--- src/rtl/axil_reg_slave.sv ---
// AXI4-Lite register file: NUM_REGS x DATA_W registers with byte strobes,
// independent one-deep AW/W buffers, read-only slots mirrored from hw_d.
module axil_reg_slave #(
    parameter int                    ADDR_W   = 32,
    parameter int                    DATA_W   = 32,
    parameter int                    NUM_REGS = 8,
    parameter logic [NUM_REGS-1:0]   RO_MASK  = '0
) (
    input  logic                       clk,
    input  logic                       rst_n,

    input  logic                       awvalid,
    output logic                       awready,
    input  logic [ADDR_W-1:0]          awaddr,

    input  logic                       wvalid,
    output logic                       wready,
    input  logic [DATA_W-1:0]          wdata,
    input  logic [DATA_W/8-1:0]        wstrb,

    output logic                       bvalid,
    input  logic                       bready,
    output logic [1:0]                 bresp,

    input  logic                       arvalid,
    output logic                       arready,
    input  logic [ADDR_W-1:0]          araddr,

    output logic                       rvalid,
    input  logic                       rready,
    output logic [DATA_W-1:0]          rdata,
    output logic [1:0]                 rresp,

    output logic [NUM_REGS*DATA_W-1:0] reg_q,
    input  logic [NUM_REGS*DATA_W-1:0] hw_d,
    output logic [NUM_REGS-1:0]        wr_pulse
);

    localparam int STRB_W = DATA_W / 8;
    localparam int OFF_W  = $clog2(STRB_W);
    localparam int IDX_W  = ADDR_W - OFF_W;
    localparam int SEL_W  = (NUM_REGS > 1) ? $clog2(NUM_REGS) : 1;
    // One extra bit so NUM_REGS itself is representable in the range compare.
    localparam logic [IDX_W:0] NUM_REGS_W = (IDX_W + 1)'(NUM_REGS);

    localparam logic [1:0] RESP_OKAY   = 2'b00;
    localparam logic [1:0] RESP_SLVERR = 2'b10;

    // Handshakes: a transfer happens on a rising edge where valid && ready.
    // Valid is never withdrawn by this slave until the matching ready, and
    // every ready/valid output here comes straight from a flop.

    function automatic logic in_range(input logic [ADDR_W-1:0] addr);
        return {1'b0, addr[ADDR_W-1:OFF_W]} < NUM_REGS_W;
    endfunction

    function automatic logic [SEL_W-1:0] slot_of(input logic [ADDR_W-1:0] addr);
        return addr[OFF_W +: SEL_W];
    endfunction

    // ------------------------------------------------------------------
    // Write address / data buffers
    // ------------------------------------------------------------------
    logic                 aw_full;
    logic [ADDR_W-1:0]    aw_addr;
    logic                 w_full;
    logic [DATA_W-1:0]    w_data;
    logic [STRB_W-1:0]    w_strb;

    logic                 commit;
    logic                 wr_ok;
    logic [SEL_W-1:0]     wr_sel;
    logic [NUM_REGS-1:0]  slot_we;

    logic [DATA_W-1:0]    regs [NUM_REGS];

    assign awready = !aw_full;
    assign wready  = !w_full;
    assign commit  = aw_full && w_full && !bvalid;
    assign wr_sel  = slot_of(aw_addr);
    assign wr_ok   = in_range(aw_addr) && !RO_MASK[wr_sel];

    always_comb begin
        slot_we = '0;
        for (int i = 0; i < NUM_REGS; i++) begin
            slot_we[i] = commit && wr_ok && (wr_sel == SEL_W'(i));
        end
    end

    always_ff @(posedge clk or negedge rst_n) begin
        if (!rst_n) begin
            aw_full <= 1'b0;
            aw_addr <= '0;
            w_full  <= 1'b0;
            w_data  <= '0;
            w_strb  <= '0;
        end else begin
            if (commit) begin
                aw_full <= 1'b0;
                w_full  <= 1'b0;
            end
            if (awvalid && awready) begin
                aw_full <= 1'b1;
                aw_addr <= awaddr;
            end
            if (wvalid && wready) begin
                w_full <= 1'b1;
                w_data <= wdata;
                w_strb <= wstrb;
            end
        end
    end

    // ------------------------------------------------------------------
    // Write response
    // ------------------------------------------------------------------
    always_ff @(posedge clk or negedge rst_n) begin
        if (!rst_n) begin
            bvalid <= 1'b0;
            bresp  <= RESP_OKAY;
        end else if (commit) begin
            bvalid <= 1'b1;
            bresp  <= wr_ok ? RESP_OKAY : RESP_SLVERR;
        end else if (bvalid && bready) begin
            bvalid <= 1'b0;
        end
    end

    // ------------------------------------------------------------------
    // Register storage and per-slot write pulses
    // ------------------------------------------------------------------
    always_ff @(posedge clk or negedge rst_n) begin
        if (!rst_n) begin
            for (int i = 0; i < NUM_REGS; i++) begin
                regs[i] <= '0;
            end
            wr_pulse <= '0;
        end else begin
            for (int i = 0; i < NUM_REGS; i++) begin
                wr_pulse[i] <= slot_we[i];
                if (slot_we[i]) begin
                    for (int j = 0; j < STRB_W; j++) begin
                        if (w_strb[j]) begin
                            regs[i][8*j +: 8] <= w_data[8*j +: 8];
                        end
                    end
                end
            end
        end
    end

    for (genvar g = 0; g < NUM_REGS; g++) begin : g_reg_q
        assign reg_q[g*DATA_W +: DATA_W] = regs[g];
    end

    // ------------------------------------------------------------------
    // Read path
    // ------------------------------------------------------------------
    logic              ar_ok;
    logic [SEL_W-1:0]  ar_sel;
    logic [DATA_W-1:0] rd_word;

    assign arready = !rvalid;
    assign ar_ok   = in_range(araddr);
    assign ar_sel  = slot_of(araddr);

    // regs[] is read before any same-edge commit lands, so reads see the old value.
    always_comb begin
        rd_word = '0;
        for (int i = 0; i < NUM_REGS; i++) begin
            if (ar_sel == SEL_W'(i)) begin
                rd_word = RO_MASK[i] ? hw_d[i*DATA_W +: DATA_W] : regs[i];
            end
        end
    end

    always_ff @(posedge clk or negedge rst_n) begin
        if (!rst_n) begin
            rvalid <= 1'b0;
            rdata  <= '0;
            rresp  <= RESP_OKAY;
        end else if (arvalid && arready) begin
            rvalid <= 1'b1;
            rdata  <= ar_ok ? rd_word : '0;
            rresp  <= ar_ok ? RESP_OKAY : RESP_SLVERR;
        end else if (rvalid && rready) begin
            rvalid <= 1'b0;
        end
    end

    // ------------------------------------------------------------------
    // Protocol properties
    // ------------------------------------------------------------------
    a_b_hold : assert property (@(posedge clk) disable iff (!rst_n)
        bvalid && !bready |=> bvalid && $stable(bresp));

    a_r_hold : assert property (@(posedge clk) disable iff (!rst_n)
        rvalid && !rready |=> rvalid && $stable(rdata) && $stable(rresp));

    a_pulse_onehot : assert property (@(posedge clk) disable iff (!rst_n)
        $onehot0(wr_pulse));

endmodule
--- config.mk ---
export PLATFORM = sky130hd
export DESIGN_NAME = axil_reg_slave
export DESIGN_NICKNAME = d
export VERILOG_FILES = /design/src/rtl/axil_reg_slave.sv
export SDC_FILE = /design/constraint.sdc
export NUM_CORES = 1
export LEC_CHECK = 0
export BUFFER_PORTS_ARGS = -buffer_cell sky130_fd_sc_hd__buf_2
export CORE_AREA = 8 8 252 254
export DETAILED_ROUTE_END_ITERATION = 12
export DIE_AREA = 0 0 260 262
export GPL_TIMING_DRIVEN = 1
export PLACE_DENSITY_LB_ADDON = 0.15
export SYNTH_ARGS = -nofsm -noshare
export SYNTH_HDL_FRONTEND = slang
export SYNTH_SLANG_ARGS = --single-unit
--- constraint.sdc ---
create_clock -name clk -period 4 [get_ports clk]
set_input_delay 0.2 -clock clk [delete_from_list [all_inputs] [get_ports clk]]
set_output_delay 0.2 -clock clk [all_outputs]
set_load 0.02 [all_outputs]
=== Word-level counts from Yosys, hierarchy flattened ===
Memory sizes are Yosys's and may differ from the RTL's.
Index checks and enable logic that the tools add are counted.

* Flip-flop bits (word level): 372
* Memory bits (read-only): 8
* Word-level logic and storage cells: 140
* Memories kept: 1

* Order comparisons: 3
* Eq/ne operators: 14
* Multiplexer cells: 19
* Reduce and logical (&&, ||, !) cells: 60

{| class="wikitable"
|+ Memory list
! name !! words !! width !! rd ports !! clocked after Yosys merged registers in !! write ports !! line !! text
|-
| (no name shown) || 8 || 1 || 1 || 0 || 0 || 81 || <nowiki>assign wr_ok = in_range(aw_addr) && !RO_MASK[wr_sel];</nowiki>
|}

{| class="wikitable"
|+ Operator list
! operator !! number
|-
| 2-to-1 mux 32 bit || 9
|-
| AND reduction 2 bit || 32
|-
| < comparator 30 x 4 -> 1 bit, second input constant || 2
|-
| equality test 3 bit, second input constant || 8
|-
| logical AND 1 bit || 17
|-
| equality test 3 x 2 -> 1 bit, second input constant || 4
|-
| 2-to-1 mux 1 bit || 8
|-
| nonzero test 2 bit || 4
|-
| equality test 3 x 1 -> 1 bit, second input constant || 2
|-
| zero test 3 bit || 2
|-
| zero test 1 bit || 5
|-
| < comparator 3 x 4 -> 1 bit, second input constant || 1
|-
| 2-to-1 mux 2 bit || 2
|}

=== Longest topological paths before layout ===
* Depth in word-level cells: 10
* Gate-level depth with buffers: 7
* Gate-level depth less buffers: 4

=== Worst setup path after synthesis ===
No wires, ideal clock.

* Kind: register to register
* Start point: register aw_addr[16]
* End point: register regs (netlist bit reg_q[42])
* Library setup time: 0.125 ns
* Arrival: 2.617 ns
* Data required time: 3.875 ns
* Slack: 1.258 ns
* Stages on the path, launching flop included: 7
* Clock period less this slack: 2.742 ns
* Cell sequence: dfrtp_1 -> or4_1 -> or4_1 -> buf_6 -> buf_12 -> nor4_4 -> mux2_4

* Longest elaborated chain between the ends: 5

{| class="wikitable"
|+ RTL lines
! item !! line !! text
|-
| start, declared || 65 || <nowiki>logic [ADDR_W-1:0] aw_addr;</nowiki>
|-
| start signal, assigned || 104 || <nowiki>aw_addr <= awaddr;</nowiki>
|-
| < comparator 30 x 4 -> 1 bit || 54 || <nowiki>return {1'b0, addr[ADDR_W-1:OFF_W]} < NUM_REGS_W;</nowiki>
|-
| logical AND 1 bit || 81 ||
|-
| logical AND 1 bit (2 in a row) || 86 || <nowiki>slot_we[i] = commit && wr_ok && (wr_sel == SEL_W'(i));</nowiki>
|-
| AND reduction 2 bit (no source line) || n/a ||
|-
| end signal, assigned by index || 144 || <nowiki>regs[i][8*j +: 8] <= w_data[8*j +: 8];</nowiki>
|-
| end, declared || 75 || <nowiki>logic [DATA_W-1:0] regs [NUM_REGS];</nowiki>
|}

No other way between the ends.
A chain may end at the register's enable or synchronous reset.

=== Worst setup path after layout ===
* Start point: register aw_addr[12]
* End point: register regs (netlist bit reg_q[14])

Same word-level chain as after synthesis.

==> results.sh <==
export IMPL_cts_buffers_inserted=45
export IMPL_start_util=0.277
export IMPL_worstReg2RegEnd="reg_q[14]"
export IMPL_clk_latency_ns=0.57
export IMPL_setup_tns_ns=0
export IMPL_setup_ws_ns=0.776
export IMPL_antenna_left=0
export IMPL_relSlewSlack=0.216
export IMPL_fillers=5892
export IMPL_cap_violations=0
export IMPL_cp_required_ns=4.44
export IMPL_gp_congestion=0.791
export IMPL_ys_ff_latch=368
export IMPL_cts_max_level=2
export IMPL_drtIter0Drc=505
export IMPL_worst_hold_path_endpoint="rresp[1]"
export IMPL_overflow=0
export IMPL_drive_above_1_share=0.540
export IMPL_endpoint_kind="register"
export IMPL_yosysTopAreaCellShare=0.559
export IMPL_place_ws_ns=0.773
export IMPL_drv_slew=0
export IMPL_path_class="reg -> reg"
export IMPL_num_nets_final=2038
export IMPL_ys_flop_type="dfrtp_1"
export IMPL_hold_path_class="in -> reg"
export IMPL_ios=668
export IMPL_grt_max_degree=105
export IMPL_synth_area_per_cell_um2=14.2
export IMPL_area_growth_pct=33.0
export IMPL_synthCells=1160
export IMPL_cp_max_fo=26
export IMPL_grt_pass1_vias=13100
export IMPL_track_usage=0.188
export IMPL_num_rows=90
export IMPL_synthArstFlopShare=1.00
export IMPL_start_kind="register"
export IMPL_final_setup_viol_count=0
export IMPL_yosysWarnings=0
export IMPL_clockRootBuffer="clkbuf_16"
export IMPL_synth_area_leaders="dfrtp_1, mux2_2, nor4_4, a32o_1, mux2_4"
export IMPL_yosys_cell_types_count=48
export IMPL_power_density_nw_per_um2=462
export IMPL_status="finished clean"
export IMPL_cts_tree="yes"
export IMPL_dieWidth_um=260
export IMPL_wirelength_mm=65.4
export IMPL_clockBufferDepth=3
export IMPL_rsz0062_at_grt="no"
export IMPL_post_route_period_util=0.806
export IMPL_arrival_ns=3.67
export IMPL_synth_common_cells="dfrtp_1, mux2_2, nand2_1, clkbuf_1, nor4_4"
export IMPL_grt_pass1_wl_mm=94.6
export IMPL_clkTransAtPathRegs_ns=0.06
export IMPL_min_path_cells=4
export IMPL_antenna_found_initial=6
export IMPL_synth_edff_count=0
export IMPL_via_per_inst=4.87
export IMPL_seq_area_um2=9210
export IMPL_multi_input_area_um2=7000
export IMPL_p_leak_uw=0.0112
export IMPL_dieArea_um2=68100
export IMPL_post_cts_buffers=0
export IMPL_cts_sinks=368
export IMPL_num_vias=12100
export IMPL_core_um2=59600
export IMPL_skew_ns=0.0152
export IMPL_netlist_area_um2=16500
export IMPL_finalCriticalPeriod_ns=3.22
export IMPL_worst_slew_pin_slew_ns=1.18
export IMPL_io_buffers=405
export IMPL_dr_pass1_iters=4
export IMPL_wl_per_cell_um=26.2
export IMPL_rrSetupSlack_ns=0.78
export IMPL_finalHoldViolCount=0
export IMPL_worst_r2r_cell_count=6
export IMPL_worstReg2RegStart="aw_addr[12]"
export IMPL_yosysTopAreaCell="dfrtp_1"
export IMPL_ir_drop_mv=0.346
export IMPL_dp_hpwl_mm=45.7
export IMPL_die_h_um=262
export IMPL_drc=0
export IMPL_yosys_cell_count_top_type="dfrtp_1"
export IMPL_seq_area_frac_synth=0.559
export IMPL_hp_start="arvalid"
export IMPL_fmax_mhz=310
## stage by stage
step | util | hold WS [ns] | cells | cell area [µm²] | total power, µW
detailed placement | 0.331 | 0.337 | 2339 | 19700 | 6070
global route | 0.368 | 0.125 | 2492 | 21900 | 10600
floorplan | - | -0.0956 | 1161 | 16500 | 5350
global placement | 0.331 | 0.334 | 2339 | 19700 | 6040
CTS | 0.368 | 0.0646 | 2489 | 21900 | 10300
finish | 0.368 | 0.0846 | 2494 | 21900 | 10100
## what timing repair did
item	4_1_cts	5_1_grt
hold buffers	71	0
resized for setup	0	0
hold endpoints to repair	168	0
## worst max-delay path, stage by stage, from the launching register on
cell and delay (ns):
dfrtp_1 0.38, or4_1 0.56, or4_4 0.87, buf_4 0.35, nor4_4 0.25, buf_4 0.27, mux2_2 0.36
## state kept, by name, indices dropped and copies added, names as in the netlist
register,count
aw_addr,30
aw_full,1
bresp,1
bvalid,1
rdata,32
reg_q,256
rresp,1
rvalid,1
w_data,32
w_full,1
w_strb,4
wr_pulse,8
## power breakdown
part	internal, µW	leakage, µW	switching, µW
Sequential	4080	0.00498	588
Combinational	552	0.00549	832
Clock	2440	0.000727	1640
## logic make-up (layout without fill, tap and decap cells)
| group | Yosys count | count (layout) | synth area share |
|---|---|---|---|
| compound gates | 181 | 181 | 0.0811 |
| other cells | 1 | 7 | 0.000228 |
| mux | 357 | 357 | 0.249 |
| buf+inv | 74 | 620 | 0.0192 |
| flops | 368 | 368 | 0.559 |
| simple gates | 179 | 179 | 0.0915 |
## cells in the final DEF (no fill, tap or decap), drive strengths merged, types with 2 or more instances in the layout
| cell | synthesis | final |
|---|---|---|
| a21o | 19 | 19 |
| a21oi | 31 | 31 |
| a221oi | 10 | 10 |
| a22oi | 29 | 29 |
| a32o | 30 | 30 |
| and3b | 20 | 20 |
| buf | 22 | 461 |
| bufinv | 0 | 2 |
| clkbuf | 43 | 69 |
| clkinv | 2 | 8 |
| conb | 1 | 2 |
| dfrtp | 368 | 368 |
| diode | 0 | 5 |
| dlygate4sd3 | 0 | 71 |
| inv | 7 | 9 |
| mux2 | 350 | 350 |
| mux2i | 4 | 4 |
| mux4 | 3 | 3 |
| nand2 | 46 | 46 |
| nand2b | 31 | 31 |
| nand4 | 3 | 3 |
| nor2 | 9 | 9 |
| nor2b | 7 | 7 |
| nor3 | 10 | 10 |
| nor4 | 42 | 42 |
| o211ai | 19 | 19 |
| o21a | 2 | 2 |
| o21ai | 23 | 23 |
| o221ai | 10 | 10 |
| or2 | 2 | 2 |
| or4 | 3 | 3 |
## worst max-delay path by stage
| stage | slack (ns) | cells past startpoint | startpoint | endpoint |
|---|---|---|---|---|
| floorplan | 1.26 | 6 | aw_addr[16] | reg_q[42] |
| global placement | 0.80 | 6 | aw_addr[17] | reg_q[110] |
| detailed placement | 0.77 | 6 | aw_addr[17] | reg_q[110] |
| CTS | 0.74 | 6 | aw_addr[17] | reg_q[110] |
| global route | 0.69 | 6 | aw_addr[12] | reg_q[110] |
| finish | 0.78 | 6 | aw_addr[12] | reg_q[14] |
## area by class of cell
type	instances	area share
well taps	782	0.0446
clock buffers	69	0.0614
inverters	9	0.00154
clock inverters	10	0.00594
multi-input cells	719	0.319
repair buffers	532	0.146
flip-flops and latches	368	0.420
diodes	5	0.000571
## layer usage
layer / GRT usage / part of all wire / wire, µm / vias up
met1: 0.242 / 0.43 / 28400 / 6229
met3: 0.0842 / 0.11 / 7180 / 75
li1: - / - / - / 5396
met4: 0.0419 / 0.016 / 1060 / 4
met5: 0 / 0.00041 / 27 / -
met2: 0.288 / 0.44 / 28800 / 442
No activity file was read; power rests on OpenSTA's default activity.
